## config.mk

```make
export PLATFORM = sky130hd
export DESIGN_NAME = load_store_unit_flat
export DESIGN_NICKNAME = d
export VERILOG_FILES = /design/src/rtl/load_store_unit_if.sv /design/src/rtl/load_store_unit.sv /design/src/flat_wrapper.sv
export SDC_FILE = /design/constraint.sdc
export NUM_CORES = 1
export LEC_CHECK = 0
export ABC_AREA = 0
export BUFFER_PORTS_ARGS = -buffer_cell sky130_fd_sc_hd__buf_2
export CAP_MARGIN = 5
export CORE_AREA = 2 2 175 91
export CTS_CLUSTER_DIAMETER = 200
export DETAILED_ROUTE_END_ITERATION = 16
export DIE_AREA = 0 0 177 93
export MAX_ROUTING_LAYER = met4
export SYNTH_ARGS = -nofsm -noshare
export SYNTH_HDL_FRONTEND = slang
export SYNTH_SLANG_ARGS = --single-unit
```

## constraint.sdc

```tcl
create_clock -name clk -period 3.4 [get_ports clk]
set_clock_uncertainty 0.15 [all_clocks]
set_input_delay 0.85 -clock clk [delete_from_list [all_inputs] [get_ports clk]]
set_output_delay 0.85 -clock clk [all_outputs]
set_load 0.02 [all_outputs]
```

## src/rtl/load_store_unit_if.sv

```systemverilog
// Request/response and data-memory signal bundle for load_store_unit.
// slave is the unit's view; master is the execute stage plus memory side.
interface load_store_unit_if;
    logic        req_valid;
    logic        req_ready;
    logic        req_write;
    logic [31:0] req_addr;
    logic [31:0] req_wdata;
    logic [1:0]  DataType;
    logic        mem_req;
    logic        mem_we;
    logic [31:0] mem_addr;
    logic [3:0]  mem_be;
    logic [31:0] mem_wdata;
    logic        mem_ack;
    logic [31:0] mem_rdata;
    logic        resp_valid;
    logic [31:0] resp_rdata;
    logic        resp_err;
    logic        busy;

    modport slave (
        input  req_valid, req_write, req_addr, req_wdata, DataType, mem_ack, mem_rdata,
        output req_ready, mem_req, mem_we, mem_addr, mem_be, mem_wdata,
               resp_valid, resp_rdata, resp_err, busy
    );

    modport master (
        output req_valid, req_write, req_addr, req_wdata, DataType, mem_ack, mem_rdata,
        input  req_ready, mem_req, mem_we, mem_addr, mem_be, mem_wdata,
               resp_valid, resp_rdata, resp_err, busy
    );
endinterface

```

## src/rtl/load_store_unit.sv

```systemverilog
// Single-access load/store unit: byte-lane alignment, byte enables, zero-extended loads.
// Define LSU_TIMEOUT_EN to abort accesses that get no mem_ack within TIMEOUT_CYCLES.
module load_store_unit #(
    parameter int TIMEOUT_CYCLES = 16
) (
    input logic              clk,
    input logic              rst_n,
    load_store_unit_if.slave bus
);
    typedef enum logic [1:0] {S_IDLE, S_REQ, S_RESP} state_t;

    state_t      r_state;
    state_t      w_state_next;
    logic        r_write;
    logic [1:0]  r_off;
    logic [1:0]  r_size;
    logic [31:0] r_addr;
    logic [3:0]  r_be;
    logic [31:0] r_wdata;
    logic [31:0] r_rdata;
    logic        r_err;

    logic        w_accept;
    logic        w_misaligned;
    logic [3:0]  w_be_in;
    logic [31:0] w_wdata_in;
    logic [31:0] w_rdata_shift;
    logic [31:0] w_load_data;
    logic        w_timeout;

    assign w_accept = (r_state == S_IDLE) && bus.req_valid;

    // Size code 11 is handled as a word everywhere.
    always_comb begin
        w_misaligned = 1'b0;
        w_be_in      = 4'b1111;
        w_wdata_in   = bus.req_wdata;
        case (bus.DataType)
            2'b01: begin
                w_be_in    = 4'b0001 << bus.req_addr[1:0];
                w_wdata_in = {24'b0, bus.req_wdata[7:0]} << {bus.req_addr[1:0], 3'b000};
            end
            2'b10: begin
                w_misaligned = bus.req_addr[0];
                w_be_in      = 4'b0011 << bus.req_addr[1:0];
                w_wdata_in   = {16'b0, bus.req_wdata[15:0]} << {bus.req_addr[1:0], 3'b000};
            end
            default: w_misaligned = (bus.req_addr[1:0] != 2'b00);
        endcase
    end

    assign w_rdata_shift = bus.mem_rdata >> {r_off, 3'b000};

    always_comb begin
        case (r_size)
            2'b01:   w_load_data = {24'b0, w_rdata_shift[7:0]};
            2'b10:   w_load_data = {16'b0, w_rdata_shift[15:0]};
            default: w_load_data = bus.mem_rdata;
        endcase
    end

`ifdef LSU_TIMEOUT_EN
    localparam int CNT_W = (TIMEOUT_CYCLES > 1) ? $clog2(TIMEOUT_CYCLES) : 1;
    logic [CNT_W-1:0] r_cnt;

    // Counts REQ cycles already spent without ack; the last allowed cycle aborts.
    always_ff @(posedge clk or negedge rst_n) begin
        if (!rst_n) begin
            r_cnt <= '0;
        end else if (w_accept) begin
            r_cnt <= '0;
        end else if (r_state == S_REQ && !bus.mem_ack) begin
            r_cnt <= r_cnt + 1'b1;
        end
    end

    assign w_timeout = (r_state == S_REQ) && !bus.mem_ack &&
                       (r_cnt == CNT_W'(TIMEOUT_CYCLES - 1));
`else
    assign w_timeout = 1'b0;
`endif

    always_ff @(posedge clk or negedge rst_n) begin
        if (!rst_n) begin
            r_state <= S_IDLE;
        end else begin
            r_state <= w_state_next;
        end
    end

    always_comb begin
        w_state_next = r_state;
        case (r_state)
            S_IDLE: if (bus.req_valid) w_state_next = w_misaligned ? S_RESP : S_REQ;
            S_REQ:  if (bus.mem_ack || w_timeout) w_state_next = S_RESP;
            S_RESP: w_state_next = S_IDLE;
            default: w_state_next = S_IDLE;
        endcase
    end

    always_ff @(posedge clk or negedge rst_n) begin
        if (!rst_n) begin
            r_write <= 1'b0;
            r_off   <= 2'b00;
            r_size  <= 2'b00;
            r_addr  <= '0;
            r_be    <= '0;
            r_wdata <= '0;
            r_rdata <= '0;
            r_err   <= 1'b0;
        end else if (w_accept) begin
            r_write <= bus.req_write;
            r_off   <= bus.req_addr[1:0];
            r_size  <= bus.DataType;
            r_addr  <= {bus.req_addr[31:2], 2'b00};
            r_be    <= w_be_in;
            r_wdata <= w_wdata_in;
            r_rdata <= '0;
            r_err   <= w_misaligned;
        end else if (r_state == S_REQ) begin
            if (bus.mem_ack) begin
                r_rdata <= r_write ? 32'h0 : w_load_data;
            end else if (w_timeout) begin
                r_err <= 1'b1;
            end
        end
    end

    // Bus outputs are gated by state so they read zero outside their phase.
    assign bus.req_ready  = (r_state == S_IDLE);
    assign bus.busy       = (r_state != S_IDLE);
    assign bus.mem_req    = (r_state == S_REQ);
    assign bus.mem_we     = (r_state == S_REQ) && r_write;
    assign bus.mem_addr   = (r_state == S_REQ) ? r_addr  : 32'h0;
    assign bus.mem_be     = (r_state == S_REQ) ? r_be    : 4'h0;
    assign bus.mem_wdata  = (r_state == S_REQ) ? r_wdata : 32'h0;
    assign bus.resp_valid = (r_state == S_RESP);
    assign bus.resp_rdata = (r_state == S_RESP) ? r_rdata : 32'h0;
    assign bus.resp_err   = (r_state == S_RESP) && r_err;
endmodule

```

## src/flat_wrapper.sv

```systemverilog
// flat-port wrapper written by rule: the top's interface ports become plain ports
module load_store_unit_flat 
#(
    parameter int TIMEOUT_CYCLES = 16
)
  (clk, rst_n, bus_req_valid, bus_req_write, bus_req_addr, bus_req_wdata, bus_DataType, bus_mem_ack, bus_mem_rdata, bus_req_ready, bus_mem_req, bus_mem_we, bus_mem_addr, bus_mem_be, bus_mem_wdata, bus_resp_valid, bus_resp_rdata, bus_resp_err, bus_busy);
  load_store_unit_if bus_i ();
  input logic clk;
  input logic rst_n;
  input wire logic [$bits(bus_i.req_valid)-1:0] bus_req_valid;
  input wire logic [$bits(bus_i.req_write)-1:0] bus_req_write;
  input wire logic [$bits(bus_i.req_addr)-1:0] bus_req_addr;
  input wire logic [$bits(bus_i.req_wdata)-1:0] bus_req_wdata;
  input wire logic [$bits(bus_i.DataType)-1:0] bus_DataType;
  input wire logic [$bits(bus_i.mem_ack)-1:0] bus_mem_ack;
  input wire logic [$bits(bus_i.mem_rdata)-1:0] bus_mem_rdata;
  output wire logic [$bits(bus_i.req_ready)-1:0] bus_req_ready;
  output wire logic [$bits(bus_i.mem_req)-1:0] bus_mem_req;
  output wire logic [$bits(bus_i.mem_we)-1:0] bus_mem_we;
  output wire logic [$bits(bus_i.mem_addr)-1:0] bus_mem_addr;
  output wire logic [$bits(bus_i.mem_be)-1:0] bus_mem_be;
  output wire logic [$bits(bus_i.mem_wdata)-1:0] bus_mem_wdata;
  output wire logic [$bits(bus_i.resp_valid)-1:0] bus_resp_valid;
  output wire logic [$bits(bus_i.resp_rdata)-1:0] bus_resp_rdata;
  output wire logic [$bits(bus_i.resp_err)-1:0] bus_resp_err;
  output wire logic [$bits(bus_i.busy)-1:0] bus_busy;
  assign bus_i.req_valid = bus_req_valid;
  assign bus_i.req_write = bus_req_write;
  assign bus_i.req_addr = bus_req_addr;
  assign bus_i.req_wdata = bus_req_wdata;
  assign bus_i.DataType = bus_DataType;
  assign bus_i.mem_ack = bus_mem_ack;
  assign bus_i.mem_rdata = bus_mem_rdata;
  assign bus_req_ready = bus_i.req_ready;
  assign bus_mem_req = bus_i.mem_req;
  assign bus_mem_we = bus_i.mem_we;
  assign bus_mem_addr = bus_i.mem_addr;
  assign bus_mem_be = bus_i.mem_be;
  assign bus_mem_wdata = bus_i.mem_wdata;
  assign bus_resp_valid = bus_i.resp_valid;
  assign bus_resp_rdata = bus_i.resp_rdata;
  assign bus_resp_err = bus_i.resp_err;
  assign bus_busy = bus_i.busy;
  load_store_unit #(.TIMEOUT_CYCLES(TIMEOUT_CYCLES)) u_core (.clk(clk), .rst_n(rst_n), .bus(bus_i));
endmodule
```

==> results.md <==
- Vias in the first global route: 5106
- Largest net degree at the start of global routing: 57
- Crit Path Category: reg -> out
- CTS buffer count: 9
- Combinational Power Share: 35.4%
- Max stage delay on crit path: 0.56 ns
- CP arrival: 2.20 ns
- Hold slack: 0.3231 ns
- CTS sink cnt: 106
- Layout filler cell count: 1520
- Syn avg cell area: 9.087 sq um
- First-pass GRT wire length: 27790 um
- Max Cap Viol: 0
- Clock-pin transition on the worst setup and hold timing paths: 0.08 ns
- DRC viols: 0
- PwrDens: 659.0 nW/um^2
- CORE AREA: 15010 sq um
- #FFs+latches synth: 106
- Non-Filler Instances: 1017
- Final hold violations: 0
- Leading register cell type out of synthesis: dfrtp_1
- Slew Limit Fails: 0
- Hold Crit Class: reg -> reg
- Met3 usage: 6.626%
- Cell Area, Synth: 5743 sq um
- Synth Area in Adders: 0.6536%
- Synth async-reset ratio: 100.0%
- Worst EP required: 2.40 ns
- Initial DRC count: 326
- Min-Delay Startpoint: u_core.r_addr[22]
- Clk_lat worst skew: 0.35 ns
- Crit path setup slack, layout: 0.1974 ns
- CTS Root Cell: clkbuf_16
- Post-synth EDFFs: 0
- Layout cells sized above 1: 31.44%
- Slew margin rel.: 48.67%
- I/O Pins: 209
- Net Sw Frac: 38.80%
- Largest family of logic cells by synthesized area: simple AND/OR/NAND/NOR gates
- Nets: 912
- Post-synthesis mux area share: 2.004%
- Outcome: completed
- Post-CTS Setup Inserts: 0
- Critical-path cell list: and2b_4, buf_4, and2_1, buf_2
- Peak Freq: 312.2 MHz
- Cts hold-fix bufs: 0
- Worst slew pin tran: 0.7700 ns
- Setup-failing EPs final: 0
- Met1 usage: 33.93%
- CP Launch Point: u_core.r_state[1]
- Compound-cell area share of the yosys netlist: 18.58%
- Synth warn: 0
- Gate Count Post-Synth: 632
- Unique masters post-synth: 43
- # placed instances: 999
- DRT Pass-1 Iters: 5
- Total negative slack: 0 ns
- Period Utilization, post-route: 94.19%
- RePlAce Congestion: 0.8821
- Most Crowded Layer GR: met1
- Total track usage: 22.52%
- Post-Synth Simple-Gate Area: 27.02%
- Via count: 5236
- DRT antenna net count: 0
- Htree depth: 3
- Port buffer count: 206
- Vias per cell: 5.148
- CTS max path bufs: 2
- Die height: 93 um
- Initial Util: 38.25%
- Routed len/inst: 17.56 um
- Internal power: 0.002876 W
- Seq pwr share: 41.1%
- Initial antenna violation count: 2
- Clk network pwr share: 23.5%
- Resized cells post-CTS: 0
- Chip width: 177 um
- Finished Core Util: 47.50%
- Launching point of the worst reg2reg path: u_core.r_state[1]
- Post-route minimum period: 3.203 ns
- CP max-delay cell: dfrtp_1
- Congestion Overflow GR: 0
- GRT met2 Usage: 29.93%
- XOR/XNOR Fraction of Synth Area: 0%
- Leak: 3.707 nW
- CP max FO: 42
- Seq/Total Area, Yosys: 46.19%
- Setup crit end kind: output pin
- Drt total wl: 17860 um
- Die area: 16460 sq um
- Startpoint types: register
- HPWL after DPL: 13160 um
- Synth-to-Final Area Change: 24.18%
- CTS tree: yes
- DP Worst Slack: 0.4401 ns
- Rows: 32
- P_sw: 0.001823 W
- RSZ-0062 raised after global routing: no
- Maximum VDD drop: 263.6 uV
[per-stage QoR]
stage | area [sq um] | power, W
final | 7132 | 0.004700
after global routing | 7132 | 0.005022
after global placement | 6815 | 0.003560
after CTS | 7126 | 0.004739
after detailed placement | 6815 | 0.003615
after floorplan | 5747 | 0.003075
[area by class of cell]
type                       instances  area (sq um)  area share, %
clock buffer                       9         225.2          3.158
clock inverter                     7         85.08          1.193
sequential                       106          2653          37.19
tap                              204         255.2          3.579
inverter                           6         22.52         0.3158
antenna                            2         5.005        0.07018
multi-input combinational        469          2780          38.98
timing repair buffer             214          1106          15.51
[flip-flops by register name, indices dropped and copies added (netlist names)]
name            cells
u_core.r_addr      30
u_core.r_be         4
u_core.r_err        1
u_core.r_off        2
u_core.r_rdata     32
u_core.r_size       2
u_core.r_state      2
u_core.r_wdata     32
u_core.r_write      1
[cells by family after synthesis]
| kind of cell | Yosys count |
|---|---|
| buffers and inverters | 58 |
| and+or+nand+nor | 294 |
| other | 1 |
| AOI/OAI and AO/OA | 160 |
| DFF | 106 |
| muxes | 10 |
| adders and majority gates | 3 |
[worst paths after layout]
path,end,slack [ns],depth (start not counted)
max,bus_mem_wdata[13],0.20,4
min,u_core.r_addr[22],0.32,2
max reg2reg,u_core.r_wdata[24],1.17,4
min reg2reg,u_core.r_addr[22],0.32,2
max in group asynchronous,u_core.r_addr[11],1.92,2
min in group asynchronous,u_core.r_addr[31],0.40,1
[cells in the final DEF (no fill, tap or decap), types with 2 or more instances in the layout]
cell type and n:
nor2b_1 12, mux2_2 9, o2bb2ai_1 8, a221oi_1 16
diode_2 2, ha_1 3, o31ai_1 7, a22o_1 19
nand2b_1 11, nor2_1 27, conb_1 2, buf_4 8
a22o_2 5, o21ai_1 6, o32ai_1 7, inv_8 3
a21oi_1 35, inv_1 6, or2_2 2, o21ai_0 50
clkbuf_16 9, and3b_1 8, and2_1 116, dfrtp_1 106
buf_2 205, nand2_1 109
[Yosys cell counts (11+ instances only)]
cell type	n	area (sq um)
a22o_1	19	166.4
a21oi_1	35	175.2
clkbuf_1	25	93.84
buf_2	15	75.07
nor2_1	27	101.4
nand2_1	109	409.1
a221oi_1	16	140.1
nand2b_1	11	68.82
o21ai_0	50	250.2
and2_1	116	725.7
dfrtp_1	106	2653
nor2b_1	12	75.07
[routing by layer]
| layer | vias to the layer above | share of wire [%] |
|---|---|---|
| met5 | - | 0 |
| met4 | 0 | 0.66 |
| met3 | 13 | 9.2 |
| met2 | 204 | 40 |
| met1 | 2531 | 50 |
| li1 | 2488 | - |
[power groups by stage]
stage	logic, W	clock network, W	registers (W)
detailed placement	0.00167	0	0.00194
global placement	0.00163	0	0.00193
floorplan	0.00126	0	0.00181
finish	0.00166	0.00110	0.00193
global route	0.00186	0.00118	0.00199
CTS	0.00168	0.00113	0.00193
[worst max-delay path: cells and delay by family, from the launching register on]
kind,cells,cell delay [ns]
buf+inv,2,0.56
simple gates,2,0.73
flops,1,0.56
Power figures use the tool's default switching activity.
